==> src/rtl/alu_exec_unit_if.sv <==
// Request/response bundle between the operand muxes, the ALU execute stage and writeback.
interface alu_exec_unit_if #(
    parameter int unsigned WORD_SIZE = 8,
    parameter int unsigned DEST_W    = 3
);
    logic                 in_valid;
    logic                 in_ready;
    logic [3:0]           op;
    logic [WORD_SIZE-1:0] operand_a;
    logic [WORD_SIZE-1:0] operand_b;
    logic [DEST_W-1:0]    dest_sel;
    logic                 out_valid;
    logic                 out_ready;
    logic [WORD_SIZE-1:0] result;
    logic [DEST_W-1:0]    out_dest;
    logic [3:0]           flags;
    logic                 busy;

    // Issue/writeback side: drives operations in and consumes results.
    modport master (
        output in_valid, op, operand_a, operand_b, dest_sel, out_ready,
        input  in_ready, out_valid, result, out_dest, flags, busy
    );

    // Execute unit side.
    modport slave (
        input  in_valid, op, operand_a, operand_b, dest_sel, out_ready,
        output in_ready, out_valid, result, out_dest, flags, busy
    );
endinterface

==> src/rtl/alu_exec_unit.sv <==
// Sequential ALU execute stage: single-cycle ALU ops, iterative MUL/DIV/MOD,
// valid/ready handshake on both sides, persistent {V,N,C,Z} flags.
module alu_exec_unit #(
    parameter int unsigned WORD_SIZE = 8,
    parameter int unsigned DEST_W    = 3
) (
    input  logic           clk,
    input  logic           rst_n,
    alu_exec_unit_if.slave bus
);
    localparam int unsigned WP1   = WORD_SIZE + 1;
    localparam int unsigned MSB   = WORD_SIZE - 1;
    localparam int unsigned CNT_W = $clog2(WORD_SIZE);
    localparam logic [CNT_W-1:0] CNT_LAST = CNT_W'(WORD_SIZE - 1);

    localparam logic [3:0] OP_ADD  = 4'd0;
    localparam logic [3:0] OP_ADC  = 4'd1;
    localparam logic [3:0] OP_SUB  = 4'd2;
    localparam logic [3:0] OP_AND  = 4'd3;
    localparam logic [3:0] OP_OR   = 4'd4;
    localparam logic [3:0] OP_XOR  = 4'd5;
    localparam logic [3:0] OP_NOT  = 4'd6;
    localparam logic [3:0] OP_SHL  = 4'd7;
    localparam logic [3:0] OP_SHR  = 4'd8;
    localparam logic [3:0] OP_MUL  = 4'd9;
    localparam logic [3:0] OP_DIV  = 4'd10;
    localparam logic [3:0] OP_MOD  = 4'd11;
    localparam logic [3:0] OP_PASS = 4'd12;

    typedef enum logic [1:0] {IDLE, CALC, DONE} state_t;

    state_t               state;
    logic [CNT_W-1:0]     cnt;
    logic [3:0]           op_q;
    logic [WORD_SIZE-1:0] acc;
    logic [WORD_SIZE-1:0] qr;
    logic [WORD_SIZE-1:0] b_q;
    logic [DEST_W-1:0]    dest_q;
    logic [WORD_SIZE-1:0] result_q;
    logic [DEST_W-1:0]    out_dest_q;
    logic [3:0]           flags_q;
    logic                 in_ready;
    logic                 accept;

    logic [WORD_SIZE-1:0] a;
    logic [WORD_SIZE-1:0] b;
    logic                 cin;
    logic [WP1-1:0]       add_full;
    logic [WP1-1:0]       sub_full;
    logic [WORD_SIZE-1:0] sc_result;
    logic                 sc_c;
    logic                 sc_v;
    logic                 sc_upd;
    logic                 sc_iter;
    logic [3:0]           sc_flags;

    logic [WP1-1:0]       mul_sum;
    logic [WP1-1:0]       div_shift;
    logic [WORD_SIZE-1:0] div_diff;
    logic                 div_ge;
    logic [WORD_SIZE-1:0] acc_nx;
    logic [WORD_SIZE-1:0] qr_nx;
    logic [WORD_SIZE-1:0] it_result;
    logic                 it_c;
    logic [3:0]           it_flags;

    // Handshake and status decode from the state register.
    assign in_ready      = (state == IDLE) || ((state == DONE) && bus.out_ready);
    assign accept        = bus.in_valid && in_ready;
    assign bus.in_ready  = in_ready;
    assign bus.out_valid = (state == DONE);
    assign bus.busy      = (state != IDLE);
    assign bus.result    = result_q;
    assign bus.out_dest  = out_dest_q;
    assign bus.flags     = flags_q;

    // Single-cycle ops and divide-by-zero, evaluated on the incoming operands.
    always_comb begin
        a         = bus.operand_a;
        b         = bus.operand_b;
        cin       = (bus.op == OP_ADC) ? flags_q[1] : 1'b0;
        add_full  = {1'b0, a} + {1'b0, b} + WP1'(cin);
        sub_full  = {1'b0, a} - {1'b0, b};
        sc_result = '0;
        sc_c      = 1'b0;
        sc_v      = 1'b0;
        sc_upd    = 1'b1;
        sc_iter   = 1'b0;
        case (bus.op)
            OP_ADD, OP_ADC: begin
                sc_result = add_full[MSB:0];
                sc_c      = add_full[WORD_SIZE];
                sc_v      = (a[MSB] == b[MSB]) && (add_full[MSB] != a[MSB]);
            end
            OP_SUB: begin
                sc_result = sub_full[MSB:0];
                sc_c      = sub_full[WORD_SIZE];
                sc_v      = (a[MSB] != b[MSB]) && (sub_full[MSB] != a[MSB]);
            end
            OP_AND:  sc_result = a & b;
            OP_OR:   sc_result = a | b;
            OP_XOR:  sc_result = a ^ b;
            OP_NOT:  sc_result = ~a;
            OP_SHL: begin
                sc_result = {a[MSB-1:0], 1'b0};
                sc_c      = a[MSB];
            end
            OP_SHR: begin
                sc_result = {1'b0, a[MSB:1]};
                sc_c      = a[0];
            end
            OP_PASS: sc_result = b;
            OP_MUL:  sc_iter = 1'b1;
            OP_DIV, OP_MOD: begin
                if (b == '0) begin
                    sc_result = '1;
                    sc_v      = 1'b1;
                end else begin
                    sc_iter = 1'b1;
                end
            end
            default: sc_upd = 1'b0;
        endcase
        sc_flags = {sc_v, sc_result[MSB], sc_c, (sc_result == '0)};
    end

    // One shift-add (MUL) or restoring-divide step on the acc/qr pair.
    always_comb begin
        mul_sum   = {1'b0, acc} + (qr[0] ? {1'b0, b_q} : WP1'(0));
        div_shift = {acc, qr[MSB]};
        div_ge    = (div_shift >= {1'b0, b_q});
        div_diff  = div_shift[MSB:0] - b_q;
        if (op_q == OP_MUL) begin
            acc_nx = mul_sum[WORD_SIZE:1];
            qr_nx  = {mul_sum[0], qr[MSB:1]};
        end else begin
            acc_nx = div_ge ? div_diff : div_shift[MSB:0];
            qr_nx  = {qr[MSB-1:0], div_ge};
        end
        it_result = (op_q == OP_MOD) ? acc_nx : qr_nx;
        it_c      = (op_q == OP_MUL) && (acc_nx != '0);
        it_flags  = {1'b0, it_result[MSB], it_c, (it_result == '0)};
    end

    // Control FSM plus operand, iteration and output registers.
    always_ff @(posedge clk or negedge rst_n) begin
        if (!rst_n) begin
            state      <= IDLE;
            cnt        <= '0;
            op_q       <= OP_ADD;
            acc        <= '0;
            qr         <= '0;
            b_q        <= '0;
            dest_q     <= '0;
            result_q   <= '0;
            out_dest_q <= '0;
            flags_q    <= '0;
        end else begin
            case (state)
                CALC: begin
                    acc <= acc_nx;
                    qr  <= qr_nx;
                    if (cnt == CNT_LAST) begin
                        cnt        <= '0;
                        state      <= DONE;
                        result_q   <= it_result;
                        flags_q    <= it_flags;
                        out_dest_q <= dest_q;
                    end else begin
                        cnt <= cnt + CNT_W'(1);
                    end
                end
                DONE: begin
                    if (bus.out_ready) begin
                        state <= IDLE;
                    end
                end
                default: ;
            endcase
            // Accept overrides the DONE->IDLE drop for back-to-back issue.
            if (accept) begin
                op_q   <= bus.op;
                b_q    <= bus.operand_b;
                dest_q <= bus.dest_sel;
                cnt    <= '0;
                if (sc_iter) begin
                    state <= CALC;
                    acc   <= '0;
                    qr    <= bus.operand_a;
                end else begin
                    state      <= DONE;
                    result_q   <= sc_result;
                    out_dest_q <= bus.dest_sel;
                    if (sc_upd) begin
                        flags_q <= sc_flags;
                    end
                end
            end
        end
    end
endmodule

==> src/flat_wrapper.sv <==
// flat-port wrapper written by rule: the top's interface ports become plain ports
module alu_exec_unit_flat 
#(
    parameter int unsigned WORD_SIZE = 8,
    parameter int unsigned DEST_W    = 3
)
  (clk, rst_n, bus_in_valid, bus_op, bus_operand_a, bus_operand_b, bus_dest_sel, bus_out_ready, bus_in_ready, bus_out_valid, bus_result, bus_out_dest, bus_flags, bus_busy);
  alu_exec_unit_if #(.WORD_SIZE(WORD_SIZE), .DEST_W(DEST_W)) bus_i ();
  input  logic clk;
  input  logic rst_n;
  input wire logic [$bits(bus_i.in_valid)-1:0] bus_in_valid;
  input wire logic [$bits(bus_i.op)-1:0] bus_op;
  input wire logic [$bits(bus_i.operand_a)-1:0] bus_operand_a;
  input wire logic [$bits(bus_i.operand_b)-1:0] bus_operand_b;
  input wire logic [$bits(bus_i.dest_sel)-1:0] bus_dest_sel;
  input wire logic [$bits(bus_i.out_ready)-1:0] bus_out_ready;
  output wire logic [$bits(bus_i.in_ready)-1:0] bus_in_ready;
  output wire logic [$bits(bus_i.out_valid)-1:0] bus_out_valid;
  output wire logic [$bits(bus_i.result)-1:0] bus_result;
  output wire logic [$bits(bus_i.out_dest)-1:0] bus_out_dest;
  output wire logic [$bits(bus_i.flags)-1:0] bus_flags;
  output wire logic [$bits(bus_i.busy)-1:0] bus_busy;
  assign bus_i.in_valid = bus_in_valid;
  assign bus_i.op = bus_op;
  assign bus_i.operand_a = bus_operand_a;
  assign bus_i.operand_b = bus_operand_b;
  assign bus_i.dest_sel = bus_dest_sel;
  assign bus_i.out_ready = bus_out_ready;
  assign bus_in_ready = bus_i.in_ready;
  assign bus_out_valid = bus_i.out_valid;
  assign bus_result = bus_i.result;
  assign bus_out_dest = bus_i.out_dest;
  assign bus_flags = bus_i.flags;
  assign bus_busy = bus_i.busy;
  alu_exec_unit #(.WORD_SIZE(WORD_SIZE), .DEST_W(DEST_W)) u_core (.clk(clk), .rst_n(rst_n), .bus(bus_i));
endmodule
==> config.mk <==
export PLATFORM = sky130hd
export DESIGN_NAME = alu_exec_unit_flat
export DESIGN_NICKNAME = d
export VERILOG_FILES = /design/src/rtl/alu_exec_unit_if.sv /design/src/rtl/alu_exec_unit.sv /design/src/flat_wrapper.sv
export SDC_FILE = /design/constraint.sdc
export NUM_CORES = 1
export LEC_CHECK = 0
export CAP_MARGIN = 10
export CORE_UTILIZATION = 30
export CTS_CLUSTER_DIAMETER = 150
export CTS_CLUSTER_SIZE = 28
export DETAILED_ROUTE_END_ITERATION = 10
export GPL_ROUTABILITY_DRIVEN = 0
export GPL_TIMING_DRIVEN = 0
export SKIP_LAST_GASP = 1
export SLEW_MARGIN = 15
export SYNTH_ARGS = -nofsm -noshare
export SYNTH_HDL_FRONTEND = slang
export SYNTH_SLANG_ARGS = --single-unit
==> constraint.sdc <==
create_clock -name clk -period 3.7 [get_ports clk]
set_input_delay 0.74 -clock clk [delete_from_list [all_inputs] [get_ports clk]]
set_output_delay 0.74 -clock clk [all_outputs]
set_load 0.02 [all_outputs]
==> results of run 1 <==
-- routing by layer --
| layer | vias to the layer above | track usage | wire length, um |
|---|---|---|---|
| li1 | 2394 | - | - |
| met5 | - | 0 | 0 |
| met1 | 2386 | 0.259 | 7500 |
| met2 | 166 | 0.304 | 7310 |
| met3 | 23 | 0.0203 | 777 |
| met4 | 0 | 0.0498 | 365 |
-- layout by cell type, fill, tap and decap left out, drive strengths merged, types with 6 or more instances in the layout --
master / instances
mux2i: 39
nand2: 73
o21ai: 47
nand2b: 10
ha: 45
inv: 39
nand3: 17
dfrtp: 51
clkdlybuf4s50: 35
nor3: 13
a211oi: 17
mux2: 10
nor2: 48
and3: 6
xnor2: 7
a21o: 10
buf: 20
and2: 11
clkbuf: 27
nor2b: 9
a21oi: 41
-- what timing repair did --
| action | in CTS | in global routing |
|---|---|---|
| pin swaps | 4 | 6 |
| setup endpoints to repair | 12 | 3 |
| resized for setup | 20 | 15 |
| buffers inserted | 3 | 5 |
-- kinds of logic (layout without fill, tap and decap cells) --
family,Yosys count,after routing,synth area share
simple gates,220,220,0.211
compound gates,179,179,0.235
buf+inv,72,129,0.0555
flops,51,51,0.248
fa+ha+maj,50,50,0.129
mux,50,50,0.102
xor+xnor,11,11,0.0188
-- power by group --
group	total (mW)	internal [mW]	switching [mW]	leakage, nW
Combinational	2.68	1.16	1.52	2.05
Sequential	1.03	0.803	0.227	0.635
Clock	0.486	0.257	0.228	0.0748
-- state kept, by name, summed over array words and instances (netlist names) --
register / count
u_core.dest_q: 3
u_core.bus.out_dest: 3
u_core.acc: 8
u_core.qr: 8
u_core.op_q: 4
u_core.b_q: 8
u_core.cnt: 3
u_core.bus.flags: 4
u_core.state: 2
u_core.bus.result: 8
-- synthesized netlist by cell type (all sizes together) (5+ instances only) --
cell type  instances  share of area
nand2             73          0.055
dfrtp             51           0.25
nor2              48          0.035
o21ai             47          0.046
ha                45           0.11
a21oi             41          0.041
mux2i             39          0.076
inv               37          0.027
clkbuf            23          0.017
a211oi            17          0.025
nand3             17          0.017
nor3              13          0.013
and2              11          0.013
buf               11          0.011
a21o              10          0.015
mux2              10          0.022
nand2b            10          0.012
nor2b              9          0.011
xnor2              7          0.012
and3               6         0.0073
fa                 5          0.019
nor3b              5         0.0073
nor4               5         0.0061
o211ai             5         0.0073
-- metrics by stage --
stage,setup TNS (ns),cells
floorplan,0,633
global placement,-13.01,896
detailed placement,-11.83,897
CTS,0,907
global route,-0.0463,910
finish,0,910
-- worst max-delay path: stages --
cell and delay (ns):
dlygate4sd2_1 0.27, buf_6 0.14, nor3_4 0.05, nand3_2 0.10
fa_2 0.24, inv_1 0.06, fa_2 0.38, a211oi_4 0.31
nor2_2 0.10, a221o_1 0.38, a2111oi_4 0.43, nand3_1 0.13
nor4_2 0.24, a31oi_1 0.13, o31ai_1 0.08
-- worst max-delay path by stage --
stage	from	end	slack (ns)	depth (start not counted)
after floorplan	bus_op[1]	u_core.bus.flags[0]	0.02	14
after global placement	bus_op[3]	u_core.bus.flags[0]	-1.73	15
after detailed placement	bus_op[3]	u_core.bus.flags[0]	-1.66	15
after CTS	bus_operand_a[0]	u_core.bus.flags[0]	0.006	13
after global routing	bus_op[3]	u_core.bus.flags[0]	-0.05	15
final	bus_op[3]	u_core.bus.flags[0]	0.11	15
-- layout make-up --
class / count / area [sq um]
fill: 1726 / 10500
multi-input combinational: 510 / 3690
sequential: 51 / 1280
timing repair buffer: 52 / 499
tap: 220 / 275
buffer: 31 / 148
inverter: 38 / 143
clock buffer: 5 / 125
clock inverter: 3 / 26.3
==> reports/results.ini, run 1 <==
[status]
outcome = complete, no violations

[sta]
fmax_mhz = 279
final-setup-viol-count = 0
slew_headroom = 0.310
slew_violations = 0
hold_viol_final = 0
holdWs_ns = 0.449
setup_ws_ns = 0.110
tightest_slew_ns = 1.03
period_needed_ns = 3.59
timing.final.crit_share = 0.970
clock_skew_ns = 0.00448

[yosys]
synth_edf_count = 0
syn_area_sq_mm = 0.00514
yosys.cell_types.count = 71
async_flop_share = 1.00
seq_area_frac_synth = 0.248
yosysWarnings = 0
avgSynthCellArea_sq_um = 8.12
ys_seq_elements = 51
synth_fp_nets = 710
synth_ff_type = dfrtp_1
syn-instance-count = 633

[place]
dp_hpwl_um = 12400
pre_cts_slack_ns = -1.66
portBuffers = 43
dpl_cell_area_sq_mm = 0.00585

[detailed_routing]
post-route-drc-count = 0
drt_pass1_iterations = 5
num_vias = 4969
wirelength_um = 16000
vias_per_cell = 5.46
postRouteAntennaNets = 0
wl_per_cell_um = 17.5
drtIter0Drc = 469

[cts]
cts_root_buf = clkbuf_16
cts_tree = done
clock_sink_count = 51
h-tree-depth = 2
clk-insertion-delay-late_ns = 0.30
cts_buffer_depth = 2
cts_buffers = 5
cts_hold_buf = 0
cts.clk_slew.worst_paths_ns = 0.07

[setup_path]
critPathMaxFanout = 4
r2r_end = u_core.bus.flags[0]
worstPathRequired_ns = 3.90
r2r_start = u_core.qr[7]
worstPathArrival_ns = 3.80
start_kind = input pin
r2r_slack_ns = 0.46
end_kind = flop
r2r_cells = 12
path_class = input pin to flop

[die]
io-pin-count = 45
start_util = 0.309
die_y_um = 133
rows = 47
core_sq_mm = 0.0166
dieWidth_um = 133
fp.dieArea_sq_mm = 0.0177

[layout]
syn2layout_area_growth_pct = 20.3
stdcell_area_sq_mm = 0.00618
final_nets = 766
utilization = 0.371
n_antenna_cell = 0
drive_above_1_share = 0.0971

[global_routing]
grt_antenna_before_repair = 0
grt_max_degree = 52
grt_use_total = 0.186
grt_pass1_wl_um = 26200
grt-ovfl-total = 0
grt_pass1_vias = 4891

[min_path]
min_path_type = input pin to async pin

[flow_run]
maxCapViolations = 0

[pwr]
power_mw = 4.19
vdd_drop_max_v = 0.000335
pwr_density_cell_mw_per_mm2 = 679
p_leak_nw = 2.76

Power figures use the tool's default switching activity.
==> inputs of run 2 (changes only) <==
--- a/config.mk
+++ b/config.mk
@@ -12,6 +12,7 @@
 export DETAILED_ROUTE_END_ITERATION = 10
 export GPL_ROUTABILITY_DRIVEN = 0
 export GPL_TIMING_DRIVEN = 0
+export MAX_ROUTING_LAYER = met4
 export SKIP_LAST_GASP = 1
 export SLEW_MARGIN = 15
 export SYNTH_ARGS = -nofsm -noshare
==> run 2 against run 1 <==
Compared with the run above:
- worst hold slack improved by 0.0052 ns
- total power about the same
- clock skew about the same
- clock power is essentially flat
- via count hardly changed
- sequential share of layout area unchanged
- die area stayed put
- global-route usage increased by 0.56 points
- sequential cell count stayed put
- non-clock buffer count unchanged
- first-iteration DRC count is 11% lower
- worst setup slack got worse by 0.011 ns
- critical path type unchanged
- critical endpoint unchanged
==> reports/results.ini, run 2 (same netlist as run 1, synthesis figures left out) <==
[pwr]
pwr_density_cell_mw_per_mm2 = 679  ; about the same
vdd_drop_max_v = 0.000336  ; was 0.000335 V
p_leak_nw = 2.76  ; unchanged
power_mw = 4.20  ; was 4.19 mW

[global_routing]
grt_pass1_wl_um = 26200  ; about the same
grt-ovfl-total = 0  ; unchanged
grt_max_degree = 52  ; unchanged
grt_use_total = 0.192  ; was 0.186
grt_antenna_before_repair = 0  ; unchanged
grt_pass1_vias = 4884  ; was 4891

[die]
rows = 47  ; unchanged
fp.dieArea_sq_mm = 0.0177  ; unchanged
dieWidth_um = 133  ; unchanged
die_y_um = 133  ; unchanged
core_sq_mm = 0.0166  ; unchanged
io-pin-count = 45  ; unchanged
start_util = 0.309  ; unchanged

[setup_path]
path_buf_inv = 3  ; unchanged
slowest_stage = a2111oi_4  ; unchanged
start_kind = input pin  ; unchanged
r2r_slack_ns = 0.48  ; was 0.46 ns
critPathMaxFanout = 4  ; unchanged
crit_path_start = bus_op[3]  ; unchanged
path_class = input pin to flop  ; unchanged
end_kind = flop  ; unchanged
worstPathRequired_ns = 3.90  ; about the same
crit_top_cell = fa_2  ; unchanged
cp_slowest_stage_delay_ns = 0.42  ; was 0.43 ns
critical_path.top_delay_family = compound AO/OA/AOI/OAI gates  ; unchanged
r2r_start = u_core.qr[7]  ; unchanged
worstPathArrival_ns = 3.81  ; was 3.80 ns
path_cells = dlygate4sd2_1 -> buf_6 -> nor3_4 -> nand3_2 -> fa_2 -> inv_1 -> fa_2 -> a211oi_4 -> nor2_2 -> a221o_1 -> a2111oi_4 -> nand3_1 -> nor4_2 -> a31oi_1 -> o31ai_1  ; unchanged

[sta]
final-setup-viol-count = 0  ; unchanged
hold_viol_final = 0  ; unchanged
tightest_slew_ns = 1.02  ; was 1.03 ns
period_needed_ns = 3.60  ; was 3.59 ns
clock_skew_ns = 0.00462  ; was 0.00448 ns
fmax_mhz = 278  ; was 279 MHz
setup_ws_ns = 0.0984  ; was 0.110 ns
slew_violations = 0  ; unchanged
slew_headroom = 0.316  ; was 0.310
timing.final.crit_share = 0.973  ; was 0.970

[detailed_routing]
wirelength_um = 16000  ; about the same
post-route-drc-count = 0  ; unchanged
num_vias = 4966  ; was 4969
drtIter0Drc = 417  ; was 469
postRouteAntennaNets = 0  ; unchanged
wl_per_cell_um = 17.6  ; was 17.5 um
drt_pass1_iterations = 6  ; was 5
vias_per_cell = 5.46  ; about the same

[layout]
final_cells = 910  ; unchanged
final_cell_mix = nand2_1, dfrtp_1, nor2_1, o21ai_0, ha_1  ; unchanged
syn2layout_area_growth_pct = 20.3  ; unchanged
drive_above_1_share = 0.0971  ; unchanged
seqCellArea_sq_mm = 0.00128  ; unchanged
final_nets = 766  ; unchanged
nFillCells = 1726  ; unchanged
n_antenna_cell = 0  ; unchanged
multi_input_area_sq_mm = 0.00369  ; unchanged
stdcell_area_sq_mm = 0.00618  ; unchanged
layout_commonest_cell = nand2_1  ; unchanged

[cts]
clock_sink_count = 51  ; unchanged
clk-insertion-delay-late_ns = 0.30  ; about the same
h-tree-depth = 2  ; unchanged
cts_hold_buf = 0  ; unchanged
cts.clk_slew.worst_paths_ns = 0.07  ; about the same
cts_buffers = 5  ; unchanged
cts_buffer_depth = 2  ; unchanged
cts_root_buf = clkbuf_16  ; unchanged
cts_tree = done  ; unchanged

[place]
pre_cts_slack_ns = -1.66  ; unchanged
dp_hpwl_um = 12400  ; unchanged
portBuffers = 43  ; unchanged
dp_cells = 897  ; unchanged
dpl_cell_area_sq_mm = 0.00585  ; unchanged

[status]
outcome = complete, no violations  ; unchanged

[flow_run]
maxCapViolations = 0  ; unchanged

[min_path]
min_path_type = input pin to async pin  ; unchanged

==> run 2: timing repair <==
item | in CTS | in global routing
gates resized for setup | 20 | 15
pin swaps | 4 | 6
gates cloned | 0 | 0
setup buffers | 3 | 5
setup endpoints to repair | 12 | 3
==> run 2: cell type report <==
cell class / instances / share of cell area
buffer: 31 / 0.0239
clock buffer: 5 / 0.0202
clock inverter: 3 / 0.00425
inverter: 38 / 0.0231
multi-input combinational: 510 / 0.597
sequential: 51 / 0.207
tap: 220 / 0.0445
timing repair buffer: 52 / 0.0808
==> run 2: final timing paths <==
| check | endpoint | depth (start not counted) |
|---|---|---|
| worst max-delay path | u_core.bus.flags[0] | 15 |
| worst min-delay path | u_core.b_q[7] | 1 |
| worst max register to register | u_core.bus.flags[0] | 12 |
| worst min register to register | u_core.op_q[0] | 2 |
| max in group asynchronous | u_core.acc[7] | 1 |
| min in group clk | u_core.op_q[0] | 2 |
==> run 2: power by group <==
| part | internal, mW | leakage [nW] | total, mW | switching [mW] |
|---|---|---|---|---|
| logic | 1.16 | 2.05 | 2.68 | 1.53 |
| clock network | 0.258 | 0.0748 | 0.488 | 0.230 |
| registers | 0.803 | 0.635 | 1.03 | 0.224 |
==> run 2: stage by stage <==
stage	util	setup TNS, ns	hold slack [ns]
3_3_place_gp	0.351	-13.01	0.454
5_1_grt	0.371	-0.0463	0.515
6_report	0.371	0	0.454
4_1_cts	0.367	0	0.473
2_1_floorplan	-	0	0.439
3_5_place_dp	0.352	-11.83	0.456
==> run 2: per-layer routing <==
| layer | wire, um | GRT usage | part of all wire |
|---|---|---|---|
| met3 | 781 | 0.0188 | 0.049 |
| met1 | 7530 | 0.260 | 0.47 |
| met2 | 7320 | 0.303 | 0.46 |
| met4 | 371 | 0.0498 | 0.023 |
| met5 | 0 | - | 0 |
==> inputs of run 3 (changes only) <==
--- a/config.mk
+++ b/config.mk
@@ -13,6 +13,7 @@
 export GPL_ROUTABILITY_DRIVEN = 0
 export GPL_TIMING_DRIVEN = 0
 export MAX_ROUTING_LAYER = met4
+export PLACE_DENSITY = 0.58
 export SKIP_LAST_GASP = 1
 export SLEW_MARGIN = 15
 export SYNTH_ARGS = -nofsm -noshare
==> run 3 against run 2 <==
Compared with the run above:
- count of clock-buffer cells in the layout unchanged
- sequential cell count unchanged
- register-to-register slack worse by 0.02 ns
- critical endpoint unchanged
- largest power group unchanged
==> reports/results.ini, run 3 (same netlist as run 1, synthesis figures left out) <==
[global_routing]
use_met1 = 0.258  ; was 0.260
grt_use_total = 0.186  ; was 0.192
grt-ovfl-total = 0  ; unchanged
grt_pass1_vias = 4678  ; was 4884
grtUsageMet3 = 0.0215  ; was 0.0188
grt_max_degree = 52  ; unchanged
busiest_layer = met2  ; unchanged
use_met2 = 0.289  ; was 0.303
grt_antenna_before_repair = 0  ; unchanged
grt_pass1_wl_um = 25500  ; was 26200 um

[die]
die_y_um = 133  ; unchanged
io-pin-count = 45  ; unchanged
rows = 47  ; unchanged
core_sq_mm = 0.0166  ; unchanged
start_util = 0.309  ; unchanged
fp.dieArea_sq_mm = 0.0177  ; unchanged
dieWidth_um = 133  ; unchanged

[setup_path]
worstPathArrival_ns = 3.71  ; was 3.81 ns
worstPathRequired_ns = 3.91  ; was 3.90 ns
start_kind = input pin  ; unchanged
end_kind = flop  ; unchanged
critPathMaxFanout = 6  ; was 4
r2r_start = u_core.qr[7]  ; unchanged
path_class = input pin to flop  ; unchanged
crit_path_start = bus_operand_a[2]  ; was bus_op[3]

[place]
dp_hpwl_um = 12300  ; was 12400 um
dp_cells = 897  ; unchanged
portBuffers = 43  ; unchanged

[layout]
n_antenna_cell = 0  ; unchanged
final_cells = 910  ; unchanged
syn2layout_area_growth_pct = 19.7  ; was 20.3%
drive_above_1_share = 0.0971  ; unchanged
utilization = 0.369  ; was 0.371
layout_commonest_cell = nand2_1  ; unchanged
final_nets = 766  ; unchanged
final_cell_mix = nand2_1, dfrtp_1, nor2_1, o21ai_0, ha_1  ; unchanged

[sta]
fmax_mhz = 285  ; was 278 MHz
tightest_slew_ns = 0.858  ; was 1.02 ns
hold_viol_final = 0  ; unchanged
final-setup-viol-count = 0  ; unchanged
timing.final.crit_share = 0.947  ; was 0.973
clock_skew_ns = 0.00991  ; was 0.00462 ns
period_needed_ns = 3.50  ; was 3.60 ns
holdWs_ns = 0.473  ; was 0.454 ns
slew_violations = 0  ; unchanged
slew_headroom = 0.420  ; was 0.316
finalSetupTns_ns = 0  ; unchanged
rsz0062_at_grt = false

[cts]
cts_buffer_depth = 2  ; unchanged
h-tree-depth = 2  ; unchanged
cts_buffers = 5  ; unchanged
clock_sink_count = 51  ; unchanged
cts_root_buf = clkbuf_16  ; unchanged
cts_hold_buf = 0  ; unchanged
cts_tree = done  ; unchanged
clk-insertion-delay-late_ns = 0.30  ; about the same
cts.clk_slew.worst_paths_ns = 0.08  ; was 0.07 ns

[detailed_routing]
vias_per_cell = 5.47  ; was 5.46
wl_per_cell_um = 17.7  ; was 17.6 um
num_vias = 4977  ; was 4966
drt_pass1_iterations = 6  ; unchanged
post-route-drc-count = 0  ; unchanged
postRouteAntennaNets = 0  ; unchanged
drtIter0Drc = 442  ; was 417
wirelength_um = 16100  ; was 16000 um

[min_path]
min_from = u_core.op_q[0]
min_path_type = flop to flop  ; was input pin to async pin

[flow_run]
maxCapViolations = 0  ; unchanged

[pwr]
p_leak_nw = 2.76  ; about the same
vdd_drop_max_v = 0.000393  ; was 0.000336 V
power_mw = 4.19  ; was 4.20 mW
pwr_density_cell_mw_per_mm2 = 682  ; was 679 mW/mm^2

[status]
outcome = complete, no violations  ; unchanged

[run 3: through the flow]
| stage | area (sq um) | setup slack (ns) |
|---|---|---|
| after floorplan | 5140 | 0.0167 |
| after global placement | 5840 | -1.68 |
| after detailed placement | 5850 | -1.69 |
| after CTS | 6090 | 0.0478 |
| after global routing | 6150 | 0.0117 |
| final | 6150 | 0.195 |
[run 3: area by class of cell]
class,instances,area [sq um]
multi-input cells,510,3660
clock inverters,3,27.5
plain buffers,31,148
fillers,1723,10500
clock buffers,5,125
inverters,38,143
well taps,220,275
flip-flops and latches,51,1280
repair buffers,52,489
[run 3: power by group]
group | switching (mW) | leakage (nW) | internal (mW)
logic | 1.52 | 2.06 | 1.15
registers | 0.227 | 0.635 | 0.803
clock network | 0.236 | 0.0723 | 0.259
[run 3: worst max-delay path: stages]
cell             delay [ns]
clkdlybuf4s50_1        0.62
inv_1                  0.13
ha_1                   0.41
a211oi_4               0.30
nor2_2                 0.10
a221o_1                0.39
a2111oi_4              0.42
nand3_1                0.13
nor4_2                 0.28
a31oi_1                0.12
o31ai_1                0.08
[run 3: routing by layer]
layer  part of all wire  up-vias
li1                   -     2407
met4              0.017        0
met2               0.45      164
met5                  0        -
met3              0.044       21
met1               0.49     2385
[run 3: worst paths after layout]
path,end,cells after the start,slack (ns)
max in group asynchronous,u_core.bus.result[7],1,2.76
min in group asynchronous,u_core.b_q[5],1,0.48
hold reg to reg,u_core.op_q[0],2,0.47
setup reg to reg,u_core.bus.flags[0],12,0.46
setup / recovery,u_core.bus.flags[0],11,0.20
hold / removal,u_core.op_q[0],2,0.47
[run 3: timing repair]
| action | in CTS | in global routing |
|---|---|---|
| pin swaps | 4 | 4 |
| endpoints found under the setup margin | 12 | 3 |
| resized for setup | 19 | 18 |
| buffers inserted | 3 | 5 |
